File: src/rtl/debug_frame_serializer_pkg.sv
// debug_frame_serializer_pkg: debug-bus constants and serializer state encoding shared with the debug controllers
package debug_frame_serializer_pkg;
  localparam logic [5:0] DBG_IDLE_SELECT = 6'b111111;
  localparam int DBG_N_CONTROLLERS = 4;
  localparam int DBG_CTRL_FIRST = 0;
  typedef enum logic [2:0] {
    ST_IDLE,
    ST_REQUEST,
    ST_PARK,
    ST_LOAD,
    ST_WAIT_TX,
    ST_NEXT
  } state_t;
endpackage

File: src/rtl/debug_byte_mux.sv
// debug_byte_mux: picks the byte_idx-th byte of a frame, least significant byte at index 0
module debug_byte_mux
  import debug_frame_serializer_pkg::*;
#(
  parameter int NB_FRAME = 32,
  parameter int NB_BYTE = 8,
  parameter int NB_IDX = 2
) (
  input  logic [NB_FRAME-1:0] i_frame,
  input  logic [NB_IDX-1:0]   i_byte_idx,
  output logic [NB_BYTE-1:0]  o_byte
);
  // byte slice addressed by the index
  always_comb o_byte = i_frame[int'(i_byte_idx)*NB_BYTE +: NB_BYTE];
endmodule

File: src/rtl/debug_frame_serializer.sv
// debug_frame_serializer: polls every debug controller in turn and streams each returned frame out byte by byte
module debug_frame_serializer
  import debug_frame_serializer_pkg::*;
#(
  parameter int NB_CONTROL_FRAME = 32,
  parameter int NB_BYTE = 8,
  parameter int N_CONTROLLERS = DBG_N_CONTROLLERS,
  parameter int NB_TIMEOUT = 4,
  parameter logic [5:0] IDLE_SELECT = DBG_IDLE_SELECT
) (
  input  logic                        i_clock,
  input  logic                        i_reset,
  input  logic                        i_start,
  output logic [5:0]                  o_request_select,
  input  logic [NB_CONTROL_FRAME-1:0] i_frame_from_controller,
  input  logic                        i_writing,
  output logic [NB_BYTE-1:0]          o_tx_data,
  output logic                        o_tx_start,
  input  logic                        i_tx_done,
  output logic                        o_busy,
  output logic                        o_done,
  output logic                        o_error
);
  localparam int N_BYTES = NB_CONTROL_FRAME / NB_BYTE;
  localparam int NB_IDX = N_BYTES > 1 ? $clog2(N_BYTES) : 1;
  localparam int NB_ID = N_CONTROLLERS > 1 ? $clog2(N_CONTROLLERS) : 1;
  localparam logic [NB_IDX-1:0] LAST_BYTE = NB_IDX'(N_BYTES - 1);
  localparam logic [NB_ID-1:0] LAST_ID = NB_ID'(N_CONTROLLERS - 1);
  state_t state_q, state_d;
  logic [NB_ID-1:0] id_q, id_d;
  logic [NB_IDX-1:0] byte_idx_q, byte_idx_d;
  logic [NB_TIMEOUT-1:0] tmo_q, tmo_d;
  logic [NB_CONTROL_FRAME-1:0] frame_q, frame_d;
  logic error_q, error_d;
  logic tx_start_q, tx_start_d;
  logic [NB_BYTE-1:0] tx_data_q, tx_data_d;
  logic [NB_BYTE-1:0] cur_byte;
  debug_byte_mux #(
    .NB_FRAME(NB_CONTROL_FRAME),
    .NB_BYTE (NB_BYTE),
    .NB_IDX  (NB_IDX)
  ) u_byte_mux (
    .i_frame   (frame_q),
    .i_byte_idx(byte_idx_q),
    .o_byte    (cur_byte)
  );
  assign o_busy = state_q != ST_IDLE;
  assign o_error = error_q;
  assign o_tx_start = tx_start_q;
  assign o_tx_data = tx_data_q;
  // next state, datapath updates and the select/done outputs
  always_comb begin
    state_d = state_q;
    id_d = id_q;
    byte_idx_d = byte_idx_q;
    tmo_d = tmo_q;
    frame_d = frame_q;
    error_d = error_q;
    tx_start_d = 1'b0;
    tx_data_d = tx_data_q;
    o_request_select = IDLE_SELECT;
    o_done = 1'b0;
    case (state_q)
      ST_IDLE: begin
        if (i_start) begin
          id_d = NB_ID'(DBG_CTRL_FIRST);
          error_d = 1'b0;
          state_d = ST_REQUEST;
        end
      end
      ST_REQUEST: begin
        o_request_select = 6'(id_q);
        tmo_d = tmo_q + 1'b1;
        if (i_writing) begin
          frame_d = i_frame_from_controller;
          state_d = ST_PARK;
        end else if (&tmo_d) begin
          frame_d = '1;
          error_d = 1'b1;
          state_d = ST_PARK;
        end
      end
      ST_PARK: begin
        byte_idx_d = '0;
        tmo_d = '0;
        state_d = ST_LOAD;
      end
      ST_LOAD: begin
        tx_data_d = cur_byte;
        tx_start_d = 1'b1;
        state_d = ST_WAIT_TX;
      end
      ST_WAIT_TX: begin
        if (i_tx_done) begin
          byte_idx_d = byte_idx_q == LAST_BYTE ? byte_idx_q : byte_idx_q + 1'b1;
          state_d = byte_idx_q == LAST_BYTE ? ST_NEXT : ST_LOAD;
        end
      end
      ST_NEXT: begin
        o_done = id_q == LAST_ID;
        id_d = id_q == LAST_ID ? id_q : id_q + 1'b1;
        state_d = id_q == LAST_ID ? ST_IDLE : ST_REQUEST;
      end
      default: state_d = ST_IDLE;
    endcase
  end
  // state and datapath registers
  always_ff @(posedge i_clock) begin
    if (i_reset) begin
      state_q <= ST_IDLE;
      id_q <= '0;
      byte_idx_q <= '0;
      tmo_q <= '0;
      frame_q <= '0;
      error_q <= 1'b0;
      tx_start_q <= 1'b0;
      tx_data_q <= '0;
    end else begin
      state_q <= state_d;
      id_q <= id_d;
      byte_idx_q <= byte_idx_d;
      tmo_q <= tmo_d;
      frame_q <= frame_d;
      error_q <= error_d;
      tx_start_q <= tx_start_d;
      tx_data_q <= tx_data_d;
    end
  end
endmodule

File: config.mk
export PLATFORM = sky130hd
export DESIGN_NAME = debug_frame_serializer
export DESIGN_NICKNAME = d
export VERILOG_FILES = /design/src/rtl/debug_frame_serializer_pkg.sv /design/src/rtl/debug_byte_mux.sv /design/src/rtl/debug_frame_serializer.sv
export SDC_FILE = /design/constraint.sdc
export NUM_CORES = 1
export LEC_CHECK = 0
export ABC_AREA = 1
export CAP_MARGIN = 10
export CORE_MARGIN = 1.5
export CORE_UTILIZATION = 55
export CTS_CLUSTER_DIAMETER = 200
export DETAILED_ROUTE_END_ITERATION = 8
export PLACE_DENSITY = 0.84
export SETUP_SLACK_MARGIN = 0.2
export SYNTH_ARGS = -nofsm -noshare
export SYNTH_HDL_FRONTEND = slang
export SYNTH_SLANG_ARGS = --single-unit
File: constraint.sdc
create_clock -name i_clock -period 2.3 [get_ports i_clock]
set_input_delay 0.345 -clock i_clock [delete_from_list [all_inputs] [get_ports i_clock]]
set_output_delay 0.345 -clock i_clock [all_outputs]
set_load 0.01 [all_outputs]
==> impl_metrics.json, run 1 <==
{
  "overflow": 0,
  "synth-simple-area-share": 0.293,
  "synth.area.mux_share": 0,
  "synth-seq-cells": 53,
  "status": "completed",
  "tightest_slew_ns": 0.600,
  "pin_count": 55,
  "crit_path_top_delay_cell": "clkdlybuf4s50_1",
  "grt_max_degree": 35,
  "syn_area_um2": 2750,
  "routed_wl_um": 5820,
  "cp.arrival_ns": 1.64,
  "place_congestion": 0.819,
  "cts_tree": "done",
  "drt-wirelength-per-cell_um": 11.0,
  "period_minus_slack_ns": 1.98,
  "holdCritStartpoint": "o_error",
  "crit_type": "reg2out",
  "drt_first_pass_iters": 4,
  "reg2reg_from": "tmo_q[0]",
  "cts_hold_buf": 0,
  "worst-path-max-fanout": 9,
  "drtAntennaViolNets": 0,
  "drt-initial-drc-count": 178,
  "synthCells": 415,
  "worstPathCellList": "inv_2 > nand2_4 > clkinv_4 > nand2_1 > clkdlybuf4s50_1",
  "ys_types": 26,
  "yosysSeqAreaShare": 0.385,
  "root_buffer": "clkbuf_8",
  "die_x_um": 73.8,
  "worstHoldEndpoint": "o_error",
  "register_area_um2": 1070,
  "die-area_um2": 5440,
  "avgSynthCellArea_um2": 6.64,
  "crit_required_ns": 1.96,
  "rsz0062_at_grt": "false",
  "synth_fa_ha_area_frac": 0.0182,
  "multi_input_area_um2": 1170,
  "cts_buffer_depth": 2,
  "regToRegEndpoint": "frame_q[0]",
  "hp-class": "reg2reg",
  "min_period_over_period": 0.862,
  "clock_latency_ns": 0.31,
  "port_buffers": 54,
  "yosysWarnings": 0,
  "total_power_mw": 3.59,
  "floorplan.rows": 25,
  "synth.top_cell.area_share": 0.385,
  "viasPerCell": 4.84,
  "htree_levels": 2,
  "nNetsFinal": 502,
  "num-fill-cells": 411,
  "synth_area_leader_cell": "dfxtp_1",
  "p_leak_nw": 1.79,
  "synth_compound_area_frac": 0.114,
  "cts.sinks": 53,
  "cp_top_family": "buffers and inverters",
  "syn_nets": 456,
  "drv_slew": 0,
  "hold_viol_final": 0,
  "num_vias": 2559,
  "track_usage": 0.234,
  "setup-violations-final": 0,
  "diodes": 0,
  "grt_pass1_vias": 2302,
  "synth_top_family_by_area": "simple AND/OR/NAND/NOR gates",
  "placeableCoreArea_um2": 4790,
  "hold_depth": 2,
  "power_density_nw_per_um2": 1060,
  "synth.area.top_cells": "dfxtp_1, inv_1, nand2_1, nand3_1, or2_0",
  "area_growth_pct": 23.4,
  "grt_pass1_wl_um": 9830,
  "clk_pin_slew_worst_paths_ns": 0.10,
  "slew_headroom": 0.599,
  "fin_worst_skew_ns": 0.00815,
  "post_route_cells_drive_above_1_share": 0.0584,
  "finalSetupTns_ns": 0,
  "synthXorXnorAreaFrac": 0,
  "cp-end-kind": "output port",
  "drcViolationCount": 0,
  "start_kind": "flip-flop",
  "fmax_mhz": 504,
  "die_h_um": 73.8,
  "dp_hpwl_um": 4230,
  "dp.cells": 521,
  "rrSetupSlack_ns": 0.45,
  "vdd_ir_drop_max_mv": 0.543,
  "start_util": 0.575,
  "slowest_delay_ns": 0.53,
  "r2r_cells": 11,
  "antenna_found_initial": 0,
  "numCtsBuffers": 5,
  "maxCapViolCount": 0,
  "fin_cells": 529,
  "cp_num_buf_inv": 3
}
kinds of logic (layout without fill, tap and decap cells):
kind of cell	after synthesis	in the layout
buffers and inverters	127	174
AOI/OAI and AO/OA	62	62
DFF	53	53
and+or+nand+nor	169	169
adders and majority gates	4	4
final cells by class:
| class | count | share of cell area |
|---|---|---|
| clock buffer | 5 | 0.0203 |
| clock inverter | 3 | 0.00773 |
| inverter | 108 | 0.121 |
| multi-input combinational | 235 | 0.344 |
| sequential | 53 | 0.314 |
| tap | 67 | 0.0247 |
| timing repair buffer | 58 | 0.169 |
cell usage in the layout, fill, tap and decap left out, types with 2 or more instances in the layout:
master,instances
nand4_1,4
nand3_1,40
or2_1,2
clkbuf_8,5
nand2_4,2
or2_0,30
ha_1,4
inv_1,101
dfxtp_2,2
clkinvlp_4,2
dfxtp_1,50
inv_2,5
nand2_1,74
o21ai_0,28
nor2_1,12
clkdlybuf4s50_1,53
a21oi_1,32
nand2_2,2
buf_4,4
power by group:
part | switching [mW] | internal [mW] | total [mW]
Clock | 0.331 | 0.222 | 0.552
Sequential | 0.164 | 1.17 | 1.34
Combinational | 1.01 | 0.686 | 1.70
Total | 1.51 | 2.08 | 3.59
synth_stat cells:
cell type  instances
a21oi_1           32
buf_1              3
buf_2              7
buf_4              3
buf_6              3
clkbuf_1           3
clkinv_1           1
clkinv_4           1
dfxtp_1           53
ha_1               4
inv_1            101
inv_2              5
nand2_1           74
nand2_2            2
nand2_4            2
nand3_1           40
nand4_1            4
nor2_1            12
nor2_4             1
nor3_1             1
o21ai_0           28
o21ai_1            1
o31ai_1            1
or2_0             30
or2_1              2
or2_2              1
worst max path at each step:
| stage | startpoint | end | slack (ns) | cells after the start |
|---|---|---|---|---|
| floorplan | tmo_q[0] | frame_q[10] | 0.92 | 12 |
| global route | tmo_q[0] | frame_q[17] | 0.24 | 11 |
| global placement | i_writing | frame_q[25] | 0.55 | 7 |
| detailed placement | tmo_q[0] | frame_q[31] | 0.48 | 11 |
| CTS | state_q[0] | o_done | 0.22 | 7 |
| finish | state_q[2] | o_request_select[1] | 0.32 | 5 |
flip-flops by register name, indices dropped and copies added (netlist names):
signal      cells
tmo_q           4
frame_q        32
o_error         1
state_q         3
o_tx_start      1
id_q            2
o_tx_data       8
byte_idx_q      2
routing by layer:
layer,global-route usage,vias up,part of all wire
li1,-,1340,-
met1,0.294,1141,0.44
met2,0.395,71,0.49
met3,0.0494,7,0.053
met4,0.0802,0,0.014
met5,0,-,0
per-stage QoR:
stage,utilization,setup slack (ns),hold WS (ns),area [um2]
floorplan,-,0.925,0.452,2750
global placement,0.688,0.549,0.436,3290
detailed placement,0.688,0.478,0.444,3290
CTS,0.708,0.225,0.459,3390
global route,0.710,0.241,0.474,3400
finish,0.710,0.316,0.456,3400
worst register-to-register path: cells and delay by family, from the launching register on:
kind | cells | cell delay, ns
fa+ha+maj | 1 | 0.21
buf+inv | 2 | 0.11
flops | 1 | 0.44
simple gates | 8 | 1.04
timing repair:
item,CTS,global route
gates resized for setup,0,5
buffers inserted,0,0
endpoints found under the setup margin,0,3
Note: power is estimated with default switching activity, not from simulation.
==> run 2, diff against run 1 <==
ABC_AREA = unset   (was 1)
CORE_UTILIZATION = 53   (was 55)
==> run 2 against run 1 <==
Clock power increased by 32%. Sequential share of layout area increased by 3.4 points. Non-clock buffer count increased by 4. Die area decreased by 10%. Global-route usage decreased by 1.2 points. Setup slack got worse by 0.038 ns.
==> impl_metrics.json, run 2 <==
{
  "crit_cells": 3,
  "dp_hpwl_um": 3660,
  "root_buffer": "clkbuf_8",
  "worstPathCellList": "or3b_4 > or2_2 > dlygate4sd2_1",
  "overflow": 0,
  "cts_hold_buf": 0,
  "regToRegEndpoint": "frame_q[29]",
  "cts_tree": "done",
  "area_growth_pct": 28.9,
  "avgSynthCellArea_um2": 10.6,
  "period_minus_slack_ns": 2.02,
  "worst-path-max-fanout": 9,
  "final_common_cell": "dfxtp_1",
  "p_leak_nw": 1.12,
  "status": "completed",
  "synth-main-ff-cell": "dfxtp_1",
  "port_buffers": 54,
  "synth-simple-area-share": 0.125,
  "cp-end-kind": "output port",
  "tightest_slew_ns": 0.632,
  "drt-wirelength-per-cell_um": 16.1,
  "synth_edf_count": 0,
  "clk_pin_slew_worst_paths_ns": 0.09,
  "yosysMostFrequentCell": "dfxtp_1",
  "ys_top_cells_by_count": "dfxtp_1, o221a_1, a21oi_1",
  "final_util": 0.707,
  "post_route_cells_drive_above_1_share": 0.118,
  "synthXorXnorAreaFrac": 0.00369,
  "async_flop_share": 0,
  "maxCapViolCount": 0,
  "reg2reg_from": "tmo_q[1]",
  "syn_nets": 265,
  "drcViolationCount": 0,
  "num_vias": 1914,
  "drv_slew": 0,
  "grt_max_degree": 33,
  "die_x_um": 69.9,
  "dp_slack_ns": 0.286,
  "vdd_ir_drop_max_mv": 0.450,
  "synth.area.mux_share": 0.0886,
  "total_power_mw": 2.05,
  "floorplan.rows": 24,
  "largest_register_ffs": 32,
  "drt-initial-drc-count": 143,
  "crit_path_top_delay_cell": "or3b_4",
  "start_kind": "flip-flop",
  "worstHoldEndpoint": "o_tx_data[0]",
  "cp_top_family": "simple AND/OR/NAND/NOR gates",
  "placed_area_um2": 2910,
  "slowest_delay_ns": 0.44,
  "synth.top_cell.area_share": 0.447,
  "start_util": 0.549,
  "syn_area_um2": 2370,
  "fin_worst_skew_ns": 0.00835,
  "synthCells": 224,
  "htree_levels": 2,
  "cts_buffer_depth": 2,
  "grt_pass1_vias": 1791,
  "yosysSeqAreaShare": 0.447,
  "drtAntennaViolNets": 0,
  "hold_viol_final": 0,
  "routed_wl_um": 5220,
  "diodes": 0,
  "viasPerCell": 5.91,
  "power_density_nw_per_um2": 670,
  "synth_area_leader_cell": "dfxtp_1",
  "placeableCoreArea_um2": 4320,
  "regMostFlops": "frame_q",
  "multi_input_area_um2": 1170,
  "setup-violations-final": 0,
  "register_area_um2": 1060,
  "fmax_mhz": 495,
  "r2r_cells": 5,
  "crit_required_ns": 1.96,
  "layout_common_cells": "dfxtp_1, clkdlybuf4s50_1, o221a_1",
  "final_area_um2": 3060,
  "die-area_um2": 4890,
  "synth.area.top_cells": "dfxtp_1, o221a_1, mux4_2, a21oi_1, nand2_1",
  "ys_types": 41,
  "numCtsBuffers": 5,
  "track_usage": 0.222,
  "rsz0062_at_grt": "false",
  "holdCritStartpoint": "o_tx_data[0]",
  "finalSetupTns_ns": 0,
  "hp-class": "reg2reg",
  "cp.arrival_ns": 1.68,
  "synth_fa_ha_area_frac": 0.0211,
  "fin_ws_ns": 0.278,
  "antenna_found_initial": 0,
  "synth_compound_area_frac": 0.253,
  "place_congestion": 0.821,
  "die_h_um": 69.9,
  "rrSetupSlack_ns": 0.45,
  "crit_type": "reg2out",
  "cts.sinks": 53,
  "clock_latency_ns": 0.31,
  "cp_num_buf_inv": 1,
  "synth_top_family_by_area": "compound AO/OA/AOI/OAI gates",
  "nNetsFinal": 312,
  "yosysWarnings": 0,
  "synth-seq-cells": 53,
  "num-fill-cells": 319,
  "drt_first_pass_iters": 4,
  "pin_count": 55,
  "startpoint": "state_q[2]",
  "grt_pass1_wl_um": 8760,
  "slew_headroom": 0.578,
  "min_period_over_period": 0.879,
  "hold_depth": 2
}
==> run 2: cell types whose count changed after synthesis, moves of 12 or more <==
cell	change
o221a_1	+32
nand2_1	-55
or2_0	-30
a21oi_1	-12
inv_1	-95
o21ai_0	-24
nand3_1	-34
==> run 2: worst register-to-register path, delay by kind of cell (launching register included) <==
kind            cells  cell delay (ns)
compound gates      2             0.71
flops               1             0.45
simple gates        1             0.35
fa+ha+maj           1             0.21
buf+inv             1             0.08
==> run 2: where the power goes <==
group	switching, mW	internal (mW)
clock	0.299	0.432
combinational	0.139	0.176
sequential	0.0330	0.969
total	0.472	1.58
==> run 2: cell type report <==
cell class | instances | area share
clock buffer | 5 | 0.0225
clock inverter | 3 | 0.0213
sequential | 53 | 0.348
inverter | 6 | 0.00737
timing repair buffer | 62 | 0.196
tap | 52 | 0.0213
multi-input combinational | 143 | 0.383
==> run 2: per-stage QoR <==
| step | hold WS, ns | cells |
|---|---|---|
| 3_3_place_gp | 0.444 | 315 |
| 5_1_grt | 0.474 | 324 |
| 4_1_cts | 0.459 | 323 |
| 6_report | 0.457 | 324 |
| 3_5_place_dp | 0.447 | 315 |
| 2_1_floorplan | 0.461 | 224 |
==> run 2: worst max-delay path by stage <==
stage                                     end
final                     o_request_select[0]
after CTS                              o_done
after global routing                   o_busy
after global placement    o_request_select[0]
after detailed placement  o_request_select[0]
after floorplan                    state_q[1]
==> run 2: repair_timing <==
item                                    in CTS  in global routing
resized for setup                            4                  3
endpoints found under the setup margin       5                  1
gates cloned                                 0                  0
setup buffers                                0                  1
==> run 2: cells by family after synthesis <==
logic type,Yosys count
adder cells (fa/ha/maj),4
XOR/XNOR,1
multiplexers,11
AND/OR/NAND/NOR,58
buffers and inverters,28
flip-flops,53
AO/OA/AOI/OAI,69
==> run 2: per-layer routing <==
metal	wire length (um)	GRT usage	up-vias
li1	-	-	945
met1	2360	0.321	903
met4	61	0.0620	0
met3	300	0.0375	7
met2	2500	0.345	59
met5	0	0	-
==> variant 1 (flow settings as in run 2) <==
Encoding of `state_t`: now one-hot (6 bits for 6 states).
--- a/src/rtl/debug_frame_serializer_pkg.sv
+++ b/src/rtl/debug_frame_serializer_pkg.sv
@@ -3,13 +3,13 @@
   localparam logic [5:0] DBG_IDLE_SELECT = 6'b111111;
   localparam int DBG_N_CONTROLLERS = 4;
   localparam int DBG_CTRL_FIRST = 0;
-  typedef enum logic [2:0] {
-    ST_IDLE,
-    ST_REQUEST,
-    ST_PARK,
-    ST_LOAD,
-    ST_WAIT_TX,
-    ST_NEXT
+  typedef enum logic [5:0] {
+    ST_IDLE    = 6'b000001,
+    ST_REQUEST = 6'b000010,
+    ST_PARK    = 6'b000100,
+    ST_LOAD    = 6'b001000,
+    ST_WAIT_TX = 6'b010000,
+    ST_NEXT    = 6'b100000
   } state_t;
 endpackage
 
Formal check against the unedited RTL: same outputs for any inputs over 10 cycles, from zero or initial values and one cycle with i_reset high; not proved beyond that.
==> variant 1 against run 2 <==
- cell area rose by 13%
- setup slack got worse by 130 ps
- combinational power rose by 37%
- sequential cell count rose by 3
- synthesized cell count rose by 29%
- routed wire length rose by 12%
- synthesized area rose by 17%
- power fell by 0.53%
==> variant 1: results (changes against run 2) <==
| Metric | Value |
|---|---|
| Outcome | `complete, no violations` |
| Clock Skew | `9.46 ps (+1.11 ps)` |
| Vias in the first global route | `1,940 (+8.3%)` |
| Via count of the routed design | `2,195 (+15%)` |
| Initial antenna violation count | `0 (unchanged)` |
| DRT Pass-1 Iters | `4 (unchanged)` |
| First-pass GRT wire length | `9260 µm (+5.7%)` |
| Syn nets | `330 (+25%)` |
| Dpl hpwl | `3970 µm (+8.4%)` |
| Post-Synth XOR/XNOR Area | `1.26% (+0.89 points)` |
| Hold Path End | `o_tx_data[4]` |
| Most frequent cell after synthesis | `dfxtp_1` |
| CTS root buf | `clkbuf_8` |
| Critical R2R Capture | `byte_idx_q[0]` |
| WHS | `425 ps (-31.6 ps)` |
| Mux contribution to synthesized area | `9.72% (+0.86 points)` |
| Initial DRC Count | `151 (+5.6%)` |
| Worst setup path class | `flop to primary output` |
| Fillers | `421 (+32%)` |
| GP Congestion | `0.889 (+8.3%)` |
| HP Class | `input port to flop` |
| Critical Path AT | `1810 ps (+130 ps)` |
| Post-DR wirelength/cell | `14.2 µm (-12%)` |
| Leakage | `0.00128 µW (+14%)` |
| RR Startpoint | `state_q[2]` |
| Layout cells sized above 1 | `24.1% (+12 points)` |
| Max-slew headroom | `49.3% (-8.5 points)` |
| Largest net degree at the start of global routing | `37 (+12%)` |
| Nets | `380 (+22%)` |
| Critical path fanouts, max | `3 (-6)` |
| Top reg by flops | `frame_q` |
| Top post-synthesis cells by area | `dfxtp_1 (40%), a211oi_2 (13%), mux4_2 (6.5%)` |
| CP peak stage delay | `550 ps (+110 ps)` |
| Peak supply drop | `0.000340 V (-25%)` |
| Pre-CTS setup slack | `176 ps (-110 ps)` |
| Reg2reg setup slack | `290 ps (-160 ps)` |
| Commonest cells in the netlist | `dfxtp_1 (56), nor2_1 (47), inv_1 (37)` |
| Post-Synth Adder-Cell Area | `1.80% (-0.31 points)` |
| Sequential area share after synthesis | `40.3% (-4.4 points)` |
| All-Layer GR Usage | `21.7% (-0.45 points)` |
| Hold path startpoint | `i_reset` |
| Compound-Gate Fraction of Synth Area | `19.9% (-5.3 points)` |
| Crit-path slowest cell | `or4_4` |
| Number of distinct library cells after synthesis | `42 (+2.4%)` |
| Worst skew pair latency | `320 ps` |
| I/O Buffers | `54 (unchanged)` |
-- variant 1: changes by cell type after synthesis, moves of 5 or more --
cell      before  now
inv_1          6   37
nor2_1         9   47
a21oi_1       20    6
nor3_1         1    7
o221a_1       32    0
mux2i_1        3    9
a211oi_2       0   29
nand2_1       19    5
nand3b_1       0    5
-- variant 1: layer usage --
layer	global-route usage (%)	up-vias	routed length [µm]
met1	30.5	1054	2730
met3	4.37	6	238
li1	-	1091	-
met4	6.35	0	69
met2	34.2	44	2780
met5	0	-	0
-- variant 1: area by class of cell --
class                      count  area, µm²  share of cell area, %
clock buffer                   5       68.8                   1.99
clock inverter                 3       22.5                  0.653
inverter                      37        139                   4.03
multi-input combinational    174       1400                   40.6
sequential                    56       1120                   32.6
tap                           70       87.6                   2.54
timing repair buffer          65        608                   17.6
-- variant 1: power breakdown --
part / internal (µW) / total (µW) / leakage [µW] / switching, µW
registers: 1020 / 1060 / 0.000454 / 39.1
logic: 215 / 430 / 0.000774 / 215
clock network: 219 / 551 / 0.0000485 / 332
total: 1450 / 2040 / 0.00128 / 586
-- variant 1: worst max-delay path by stage --
stage,startpoint,endpoint,slack [ps],depth (start not counted)
6_report,state_q[2],o_request_select[0],150,3
5_1_grt,state_q[3],o_request_select[0],120,3
4_1_cts,state_q[2],o_request_select[0],160,3
3_5_place_dp,state_q[4],o_request_select[0],180,3
3_3_place_gp,state_q[2],o_request_select[0],180,3
2_1_floorplan,state_q[2],o_request_select[0],400,4
-- variant 1: what timing repair did --
action | 4_1_cts | 5_1_grt
setup buffers | 2 | 0
pin swaps | 1 | 0
gates resized for setup | 22 | 10
setup endpoints to repair | 8 | 9
-- variant 1: logic make-up (layout without fill, tap and decap cells) --
group | count (synthesis) | in the layout
and+or+nand+nor | 92 | 92
buffers and inverters | 59 | 110
AOI/OAI and AO/OA | 57 | 57
DFF | 56 | 56
muxes | 17 | 17
adders and majority gates | 4 | 4
xor gates and xnor gates | 4 | 4
-- variant 1: stage by stage --
step                      std cells  power, µW  instance area (µm²)
after global routing            410       2140                 3450
final                           410       2040                 3450
after floorplan                 289       1340                 2780
after CTS                       410       2040                 3450
after detailed placement        400       1500                 3350
after global placement          400       1480                 3350
-- variant 1: worst max-delay path, delay by kind of cell, from the launching register on --
kind	cells	cell delay, ps
and+or+nand+nor	2	1010
buffers and inverters	1	150
DFF	1	340
==> variant 2 (settings of run 2) <==
Without the edit above. Set the package constant `DBG_N_CONTROLLERS` to 8 (it was 4).
--- a/src/rtl/debug_frame_serializer_pkg.sv
+++ b/src/rtl/debug_frame_serializer_pkg.sv
@@ -1,7 +1,7 @@
 // debug_frame_serializer_pkg: debug-bus constants and serializer state encoding shared with the debug controllers
 package debug_frame_serializer_pkg;
   localparam logic [5:0] DBG_IDLE_SELECT = 6'b111111;
-  localparam int DBG_N_CONTROLLERS = 4;
+  localparam int DBG_N_CONTROLLERS = 8;
   localparam int DBG_CTRL_FIRST = 0;
   typedef enum logic [2:0] {
     ST_IDLE,
Behaviour: same outputs for any inputs over 10 cycles, from zero or initial values and one cycle with i_reset high; that may be too few to reach the edited logic, so the function may still have changed.
==> variant 2 against run 2 <==
- the flow now finishes with violations (DRC)
- final cell count grew 2.5%
- first-iteration DRC count grew 20%
- power fell by 7.8%
- global-route usage decreased by 0.55 points
- cell area grew 2.0%
- clock skew hardly changed
- setup slack better by 18 ps
- sequential cell count grew 1
- routed wire length rose by 7.6%
- synthesized area increased by 4.7%
- critical path depth unchanged
- combinational power about the same
- highest routed layer unchanged
==> variant 2: results (changes against run 2) <==
| Metric | Value |
|---|---|
| Outcome | `finished with violations` |
| Violated checks | `DRC` |
| Inverters | `7 (+1)` |
| Critical R2R Capture | `frame_q[1]` |
| Leakage | `0.00116 µW (+3.5%)` |
| Top post-synthesis cells by area | `dfxtp_1 (44%), o221a_2 (13%), mux4_2 (7.3%)` |
| Number of distinct library cells after synthesis | `47 (+15%)` |
| GP Congestion | `0.821 (about the same)` |
| Vias in the first global route | `1,774 (-0.95%)` |
| Syn nets | `275 (+3.8%)` |
| Multi-input combinational area share | `40.2% (+1.9 points)` |
| Post-DR wirelength/cell | `16.9 µm (+5.0%)` |
| Cell count after synthesis | `233 (+4.0%)` |
| Hold path startpoint | `o_tx_data[0]` |
| Commonest cells in the netlist | `dfxtp_1 (54), o221a_2 (28), nand2_1 (20)` |
| Final setup vio count | `0 (unchanged)` |
| Clock transition at the registers of the reported paths | `~100 ps` |
| Post CTS Setup Buffer Count | `0 (unchanged)` |
| FFs w/ async S/R, synth | `0% (unchanged)` |
| Comb_multi_in | `151 (+5.6%)` |
| DRT Pass-1 Iters | `6 (+2)` |
| All-Layer GR Usage | `21.6% (-0.55 points)` |
| Met2 routed WL | `2800 µm (+12%)` |
| Initial DRC Count | `171 (+20%)` |
| Seq area share | `34.8% (about the same)` |
| Vias/cell | `5.98 (+1.3%)` |
| Seq cells post-synth | `54 (+1.9%)` |
| Actual slew at the worst max-slew pin | `631 ps (-1.75 ps)` |
| Critical path fanouts, max | `7 (-2)` |
| Reg2reg setup slack | `370 ps (-80 ps)` |
| Endpoint class of the critical path | `primary output` |
| Repair and plain buffers | `60 (-3.2%)` |
| Highest routed layer | `met4` |
| CTS max path bufs | `2 (unchanged)` |
| Dpl hpwl | `3660 µm (-0.22%)` |
| Fillers | `343 (+7.5%)` |
| CLK BUF | `5 (unchanged)` |
| Wl on met1 | `2430 µm (+2.8%)` |
| Clock network share of area | `3.01% (-1.4 points)` |
| Ant diodes | `0 (unchanged)` |
| Worst Setup SP | `state_q[2]` |
| I/O Buffers | `54 (unchanged)` |
| Hold Path End | `o_tx_data[0]` |
| Layout cells sized above 1 | `23.6% (+12 points)` |
| Routed wl met3 | `313 µm (+4.3%)` |
| Sequential area share after synthesis | `43.5% (-1.2 points)` |
| # DRC | `2 (+2)` |
| Signal buffers share of area | `19.1% (-0.58 points)` |
| First-pass GRT wire length | `8610 µm (-1.7%)` |
| Critical Path AT | `1660 ps (-20 ps)` |
| Clock Skew | `8.35 ps (+0.00388 ps)` |
| RR Startpoint | `tmo_q[0]` |
| Nets | `321 (+2.9%)` |
| Peak supply drop | `0.000353 V (-22%)` |
| Largest net degree at the start of global routing | `33 (unchanged)` |
| Worst reg2reg path depth | `6 (+1)` |
| Via count of the routed design | `1,987 (+3.8%)` |
-- variant 2: layer usage --
layer	GRT usage (%)	vias to the layer above
met3	4.78	9
met2	32.2	68
li1	-	971
met5	0	-
met1	30.8	939
met4	8.81	0
-- variant 2: kinds of logic (layout without fill, tap and decap cells) --
family	count (synthesis)	after routing	synth area share (%)
AO/OA/AOI/OAI	68	69	23.8
XOR/XNOR	1	1	0.353
buffers and inverters	29	75	7.25
adder cells (fa/ha/maj)	5	5	2.52
flip-flops	54	54	43.5
multiplexers	12	12	8.86
AND/OR/NAND/NOR	64	64	13.7
-- variant 2: worst max-delay path by stage --
stage / end / slack [ps]
after floorplan: frame_q[0] / 660
final: o_request_select[0] / 300
after CTS: o_request_select[3] / 200
after global routing: o_request_select[0] / 230
after global placement: frame_q[17] / 240
after detailed placement: frame_q[12] / 230
-- variant 2: where the power goes --
part | internal [µW] | leakage (µW) | total (µW) | switching, µW
clock | 221 | 0.0000447 | 554 | 333
sequential | 986 | 0.000441 | 1020 | 35.0
combinational | 175 | 0.000675 | 314 | 139
total | 1380 | 0.00116 | 1890 | 508
-- variant 2: critical path, cell delays in order (launching register included) --
cell and delay [ps]:
dfxtp_2 370, or3b_4 410, or2_2 280, dlygate4sd2_1 280
-- variant 2: through the flow --
stage	util, %	hold slack [ps]	instance area, µm²	total power, µW	worst slack (ps)
global placement	67.1	447	2980	1340	245
global route	70.1	494	3120	1960	227
floorplan	-	458	2480	1230	661
CTS	69.4	463	3080	1880	201
finish	70.1	466	3120	1890	296
detailed placement	67.1	449	2980	1350	234
-- variant 2: repair_timing --
action,CTS,global route
resized for setup,7,9
gates cloned,0,1
setup endpoints to repair,9,37
pin swaps,1,1
hold buffers,0,0
